**src/rtl/led_pattern_arbiter.sv**
```systemverilog
// led_pattern_arbiter: round-robin owner of the user LED; plays the owner's 32-bit pattern LSB-first,
// then a dark gap, then pulses done.
module led_pattern_arbiter #(
  parameter int N_REQ     = 4,
  parameter int TICK_DIV  = 2097152,
  parameter int REPEATS   = 1,
  parameter int GAP_TICKS = 4
) (
  input  logic                 clk_16mhz,
  input  logic                 reset_n,
  input  logic [N_REQ-1:0]     req,
  input  logic [32*N_REQ-1:0]  pattern,
  output logic [N_REQ-1:0]     grant,
  output logic [N_REQ-1:0]     done,
  output logic                 busy,
  output logic                 user_led
);
  localparam int TW = $clog2(TICK_DIV);
  localparam int IW = $clog2(N_REQ);
  localparam logic [TW-1:0] TICK_MAX = TW'(TICK_DIV - 1);
  localparam logic [3:0] REP_LAST = 4'(REPEATS - 1);
  localparam logic [3:0] GAP_LAST = 4'(GAP_TICKS - 1);

  typedef enum logic [1:0] {IDLE, LOAD, PLAY, GAP} state_t;

  state_t        state;
  logic [IW-1:0] last_grant, next_idx, cand;
  logic          found;
  logic [31:0]   pat_reg;
  logic [TW-1:0] tick_cnt;
  logic [4:0]    bit_idx;
  logic [3:0]    rep_cnt, gap_cnt;
  logic          tick_wrap;

  assign tick_wrap = tick_cnt == TICK_MAX;
  assign user_led  = (state == PLAY) && pat_reg[bit_idx];

  // search upward from the requester after the previous owner, wrapping
  always_comb begin
    next_idx = last_grant;
    found = 1'b0;
    cand = '0;
    for (int k = 1; k <= N_REQ; k++) begin
      cand = IW'((int'(last_grant) + k) % N_REQ);
      if (!found && req[cand]) begin
        found = 1'b1;
        next_idx = cand;
      end
    end
  end

  // last_grant is the current owner while busy, so an abort keeps fairness
  always_ff @(posedge clk_16mhz) begin
    if (!reset_n) begin
      state      <= IDLE;
      grant      <= '0;
      done       <= '0;
      busy       <= 1'b0;
      last_grant <= IW'(N_REQ - 1);
      pat_reg    <= '0;
      tick_cnt   <= '0;
      bit_idx    <= '0;
      rep_cnt    <= '0;
      gap_cnt    <= '0;
    end else begin
      done <= '0;
      if (state == IDLE) begin
        if (found) begin
          grant      <= N_REQ'(1) << next_idx;
          last_grant <= next_idx;
          busy       <= 1'b1;
          state      <= LOAD;
        end
      end else if (!req[last_grant]) begin
        state <= IDLE;
        grant <= '0;
        busy  <= 1'b0;
      end else if (state == LOAD) begin
        pat_reg  <= pattern[{last_grant, 5'b0} +: 32];
        tick_cnt <= '0;
        bit_idx  <= '0;
        rep_cnt  <= '0;
        state    <= PLAY;
      end else begin
        tick_cnt <= tick_wrap ? '0 : tick_cnt + TW'(1);
        if (tick_wrap && state == PLAY) begin
          bit_idx <= bit_idx + 5'd1;
          if (bit_idx == 5'd31) begin
            rep_cnt <= rep_cnt + 4'd1;
            if (rep_cnt == REP_LAST) begin
              gap_cnt <= '0;
              if (GAP_TICKS == 0) begin
                done  <= grant;
                grant <= '0;
                busy  <= 1'b0;
                state <= IDLE;
              end else begin
                state <= GAP;
              end
            end
          end
        end else if (tick_wrap && state == GAP) begin
          gap_cnt <= gap_cnt + 4'd1;
          if (gap_cnt == GAP_LAST) begin
            done  <= grant;
            grant <= '0;
            busy  <= 1'b0;
            state <= IDLE;
          end
        end
      end
    end
  end
endmodule
```
**config.mk**
```make
export PLATFORM = sky130hd
export DESIGN_NAME = led_pattern_arbiter
export DESIGN_NICKNAME = d
export VERILOG_FILES = /design/src/rtl/led_pattern_arbiter.sv
export SDC_FILE = /design/constraint.sdc
export NUM_CORES = 1
export LEC_CHECK = 0
export ABC_CLOCK_PERIOD_IN_PS = 3000
export CAP_MARGIN = 20
export CORE_AREA = 3 3 104 106
export CTS_BUF_LIST = sky130_fd_sc_hd__clkbuf_4
export CTS_CLUSTER_SIZE = 10
export DETAILED_ROUTE_END_ITERATION = 10
export DIE_AREA = 0 0 107 109
export PLACE_DENSITY = 0.87
export SETUP_SLACK_MARGIN = 0.02
export SYNTH_ARGS = -nofsm -noshare
export SYNTH_HDL_FRONTEND = slang
export SYNTH_SLANG_ARGS = --single-unit
```
**constraint.sdc**
```tcl
create_clock -name clk_16mhz -period 3 [get_ports clk_16mhz]
set_input_delay 0.3 -clock clk_16mhz [delete_from_list [all_inputs] [get_ports clk_16mhz]]
set_output_delay 0.3 -clock clk_16mhz [all_outputs]
set_load 0.02 [all_outputs]
```
======== Word-level counts from Yosys, hierarchy flattened ========
Cells that the tools add are included.
operators by class
  bitwise operators ....................... 6
  shift-type cells ........................ 2
  mux-type cells .......................... 54
  reduce and logical (&&, ||, !) cells .... 23
  order comparisons ....................... 6
  add/sub/neg operators ................... 8
  equal/unequal tests ..................... 17
operators with widths
  kind                   number
  $shiftx 128x8->32      1
  $mux 4                 14
  $mux 21                2
  $mux 2                 13
  $add 21x1->21 const B  1
  $eq 21x21->1 const B   1
  $mux 1                 17
  $lt 2x3->1 const B     5
  $bmux 1 s2             5
  $mux 5                 2
  $ne 5x2->1 const B     2
  $ne 5x4->1 const B     2
  $reduce_and 5->1       2
  $add 4x1->4 const B    2
  $reduce_or 7->1        1
  $logic_and 1x1->1      6
  $lt 5x6->1 const B     1
  $ne 3x2->1 const B     2
  $ne 3x3->1 const B     2
  $not 1->1              6
  $reduce_and 3->1       2
  $reduce_and 6->1       1
  $reduce_bool 2->1      3
  $add 5x1->5 const B    1
  15 further kinds       22
storage, ports and cells
  output and inout bits ................... 10
  bits in registers ....................... 79

======== Logic depth before layout (Yosys ltp) ========
  word-level depth ........................ 16
  depth in mapped cells ................... 8

======== Worst setup path before layout ========
Ideal clock, no wire load.
  kind .................................... register -> output
  from .................................... register bit_idx[0]
  to ...................................... output user_led
  data arrival time ....................... 1.845 ns
  stages on the path, launching flop included .. 6
  slack ................................... 0.855 ns
  data required time ...................... 2.700 ns
  path through ............................ dfxtp_1 buf_2 mux4_2 mux4_2 o21ai_0 nor3_1
on the way
  longest elaborated chain between the ends .. 3
RTL lines
  element                       line  text
  start, declared               31    logic [4:0] bit_idx;
  start signal, assigned        87    bit_idx <= bit_idx + 5'd1;
  $bmux 1 s5                    36    assign user_led = (state == PLAY) && pat_reg[bit_idx];
  $mux 1 (implied by the code)  36
  $logic_and 1x1->1             36
  end, declared                 16    output logic user_led
Every way passes these cells. The select of a mux whose other input is x is not followed.

======== Worst setup path after layout ========
Ends and elaborated chain as after synthesis.

==> impl_metrics.tcl <==
set metrics [dict create \
    synthArstFlopShare_pct 0 \
    maxSlewHeadroom_pct 29.4 \
    drt_pre_antenna_iters 4 \
    start_kind "flip-flop" \
    die_w_um 107 \
    syn_area_per_cell_um2 9.56 \
    grt_pass1_vias 4219 \
    clock_latency_ps 430 \
    grt_antenna_before_repair 1 \
    initial_utilization_pct 45.5 \
    cp.required_ps 2700 \
    synth_ff_type "dfxtp_1" \
    h-tree-depth 3 \
    hold_path_class "reg -> reg" \
    rows 36 \
    cts_buffers 9 \
    drtAntennaViolNets 0 \
    vias_per_cell 5.74 \
    grt_max_degree 45 \
    io_pins 144 \
    path_cells "mux4_2 -> mux4_2 -> o21ai_0 -> nor3_1 -> dlygate4sd2_1" \
    synth_area_leader_cell "dfxtp_1" \
    drtIter0Drc 286 \
    finClkSkew_ps 15.5 \
    ys_ff_latch 79 \
    cp_top_family "multiplexers" \
    p_per_area_mw_per_mm2 478 \
    fp.dieH_um 109 \
    period_minus_slack_ps 2750 \
    drv_slew 0 \
    clk_pin_slew_ps 130 \
    fillers 771 \
    drt-wirelength-per-cell_um 16.7 \
    via_count 4256 \
    critPathMaxFanout 8 \
    cts_root_buffer "clkbuf_4" \
    place_hpwl_um 9570 \
    syn_inst 470 \
    cp_common_cell "mux4_2" \
    setup_viol 0 \
    clock-sinks 79 \
    synth_cell_types 53 \
    endpoint_kind "primary output" \
    grt_usage_pct 21.0 \
    ys_seq_area_share_pct 35.2 \
    crit_type "reg -> out" \
    syn_area_mm2 0.00449 \
    drive_above_1_share_pct 13.5 \
    gp_congestion 0.845 \
    drc_errors 0 \
    worst_path_max_delay_cell "mux4_2" \
    crit_buf_inv 1 \
    drv_cap 0 \
    ys_warn_count 0 \
    largest_reg_flops 32 \
    areaGrowthSynthToFinish_pct 37.3 \
    syn-num-nets 610 \
    fin_nets 744 \
    grt_pass1_wl_um 19500 \
    coreArea_mm2 0.00986 \
    rsz0062_at_grt "false" \
    ir_drop_mv 0.335 \
    p_leak_nw 2.18 \
    period_share_pct 91.8 \
    fmax_mhz 363 \
    grt_overflow 0 \
    synthTopCellsByArea "dfxtp_1 35%, mux4_2 21%, nand2_1 7.1%" \
    synth_edf_count 0 \
    routed_wirelength_um 12400 \
    tritoncts "done" \
    worst_pin_slew_ps 1050 \
    cp.arrival_ps 2450 \
    finalPower_w 0.00295 \
    yosys.area.top_type_share_pct 35.2 \
    dieArea_mm2 0.0117 \
    slowest_delay_ps 520 \
    portBuffers 143 \
    outcome "finished clean" \
    fin_setup_tns_ps 0 \
    clk_path_buf_depth 2 \
    hold_viol 0 \
]
-- what timing repair did --
| action | 4_1_cts | 5_1_grt |
|---|---|---|
| endpoints found under the setup margin | 1 | 0 |
| gates resized for setup | 4 | 0 |
| setup buffers | 0 | 0 |
| hold buffers | 0 | 0 |
-- routing by layer --
| metal | track usage [%] | vias to the layer above | part of all wire (%) |
|---|---|---|---|
| met1 | 23.7 | 2065 | 36 |
| met2 | 38.9 | 154 | 55 |
| met5 | 0 | - | 0 |
| li1 | - | 2004 | - |
| met4 | 9.41 | 0 | 2.9 |
| met3 | 3.37 | 33 | 5.3 |
-- layout make-up --
cell class	count	area, um2	area share [%]
inverters	10	37.5	0.609
clock buffers	9	67.6	1.10
diodes	1	2.50	0.0406
clock inverters	6	62.6	1.01
flip-flops and latches	79	1590	25.7
repair buffers	153	1520	24.7
multi-input cells	351	2720	44.1
well taps	133	166	2.70
-- Yosys cell counts, drive strengths merged, types with 2 or more instances --
cell	instances
a31oi	2
o31ai	2
mux2i	4
nand3	28
and2	7
ha	6
and4b	2
nand2	85
nand4	16
or4	3
a22oi	2
xor2	9
nand2b	2
or2	3
nor3	8
a21oi	45
clkbuf	13
and4	2
dfxtp	79
o2bb2ai	2
nor2b	4
o21ai	12
buf	16
mux4	42
nor4	4
and3	12
nor2	23
o211ai	3
or3	2
inv	9
xnor2	6
-- kinds of logic (layout without fill, tap and decap cells) --
family	after synthesis	in the layout	synth area share [%]
AOI/OAI and AO/OA	78	78	10.1
xor gates and xnor gates	15	15	2.92
adders and majority gates	6	6	1.67
buffers and inverters	40	178	4.37
DFF	79	79	35.2
muxes	46	46	21.9
other	0	1	0
and+or+nand+nor	206	206	23.8
-- tightest hold or removal path, cell delays in order (launching register included) --
cell and delay [ps]:
dfxtp_1 320, nand2_1 50, a21oi_1 50
-- cells in the final DEF (no fill, tap or decap), types with 4 or more instances in the layout --
cell type / count
and3_1: 12
nor3_1: 7
mux4_2: 42
and2_1: 7
mux2i_1: 4
nand4_1: 14
ha_1: 6
nand2_1: 85
nor2b_1: 4
nor2_1: 23
a21oi_1: 45
o21ai_0: 11
inv_1: 9
xnor2_1: 6
dfxtp_1: 76
clkdlybuf4s50_1: 142
clkbuf_4: 9
nand3_1: 28
xor2_1: 9
buf_4: 9
-- metrics by stage --
stage	cell area, um2	cells	setup WS (ps)	utilization [%]	hold slack (ps)
final	6170	742	247	62.5	465
after global routing	6170	742	151	62.5	480
after CTS	6140	740	235	62.2	462
after detailed placement	6010	725	244	60.9	445
after global placement	6010	725	362	60.9	442
after floorplan	4490	470	855	-	433
-- worst paths after layout --
| kind | startpoint | to | slack (ps) | depth (start not counted) |
|---|---|---|---|---|
| setup / recovery | bit_idx[0] | user_led | 250 | 5 |
| setup reg to reg | tick_cnt[17] | tick_cnt[15] | 470 | 5 |
| hold / removal | pat_reg[30] | pat_reg[30] | 470 | 2 |
| hold reg to reg | pat_reg[30] | pat_reg[30] | 470 | 2 |
-- power by group --
part	internal (W)	leakage, nW	switching, W	total (W)
clock	0.000246	0.0638	0.000364	0.000610
combinational	0.000617	1.47	0.000544	0.00116
sequential	0.00112	0.640	0.0000558	0.00118
(Power assumes the default switching activity.)
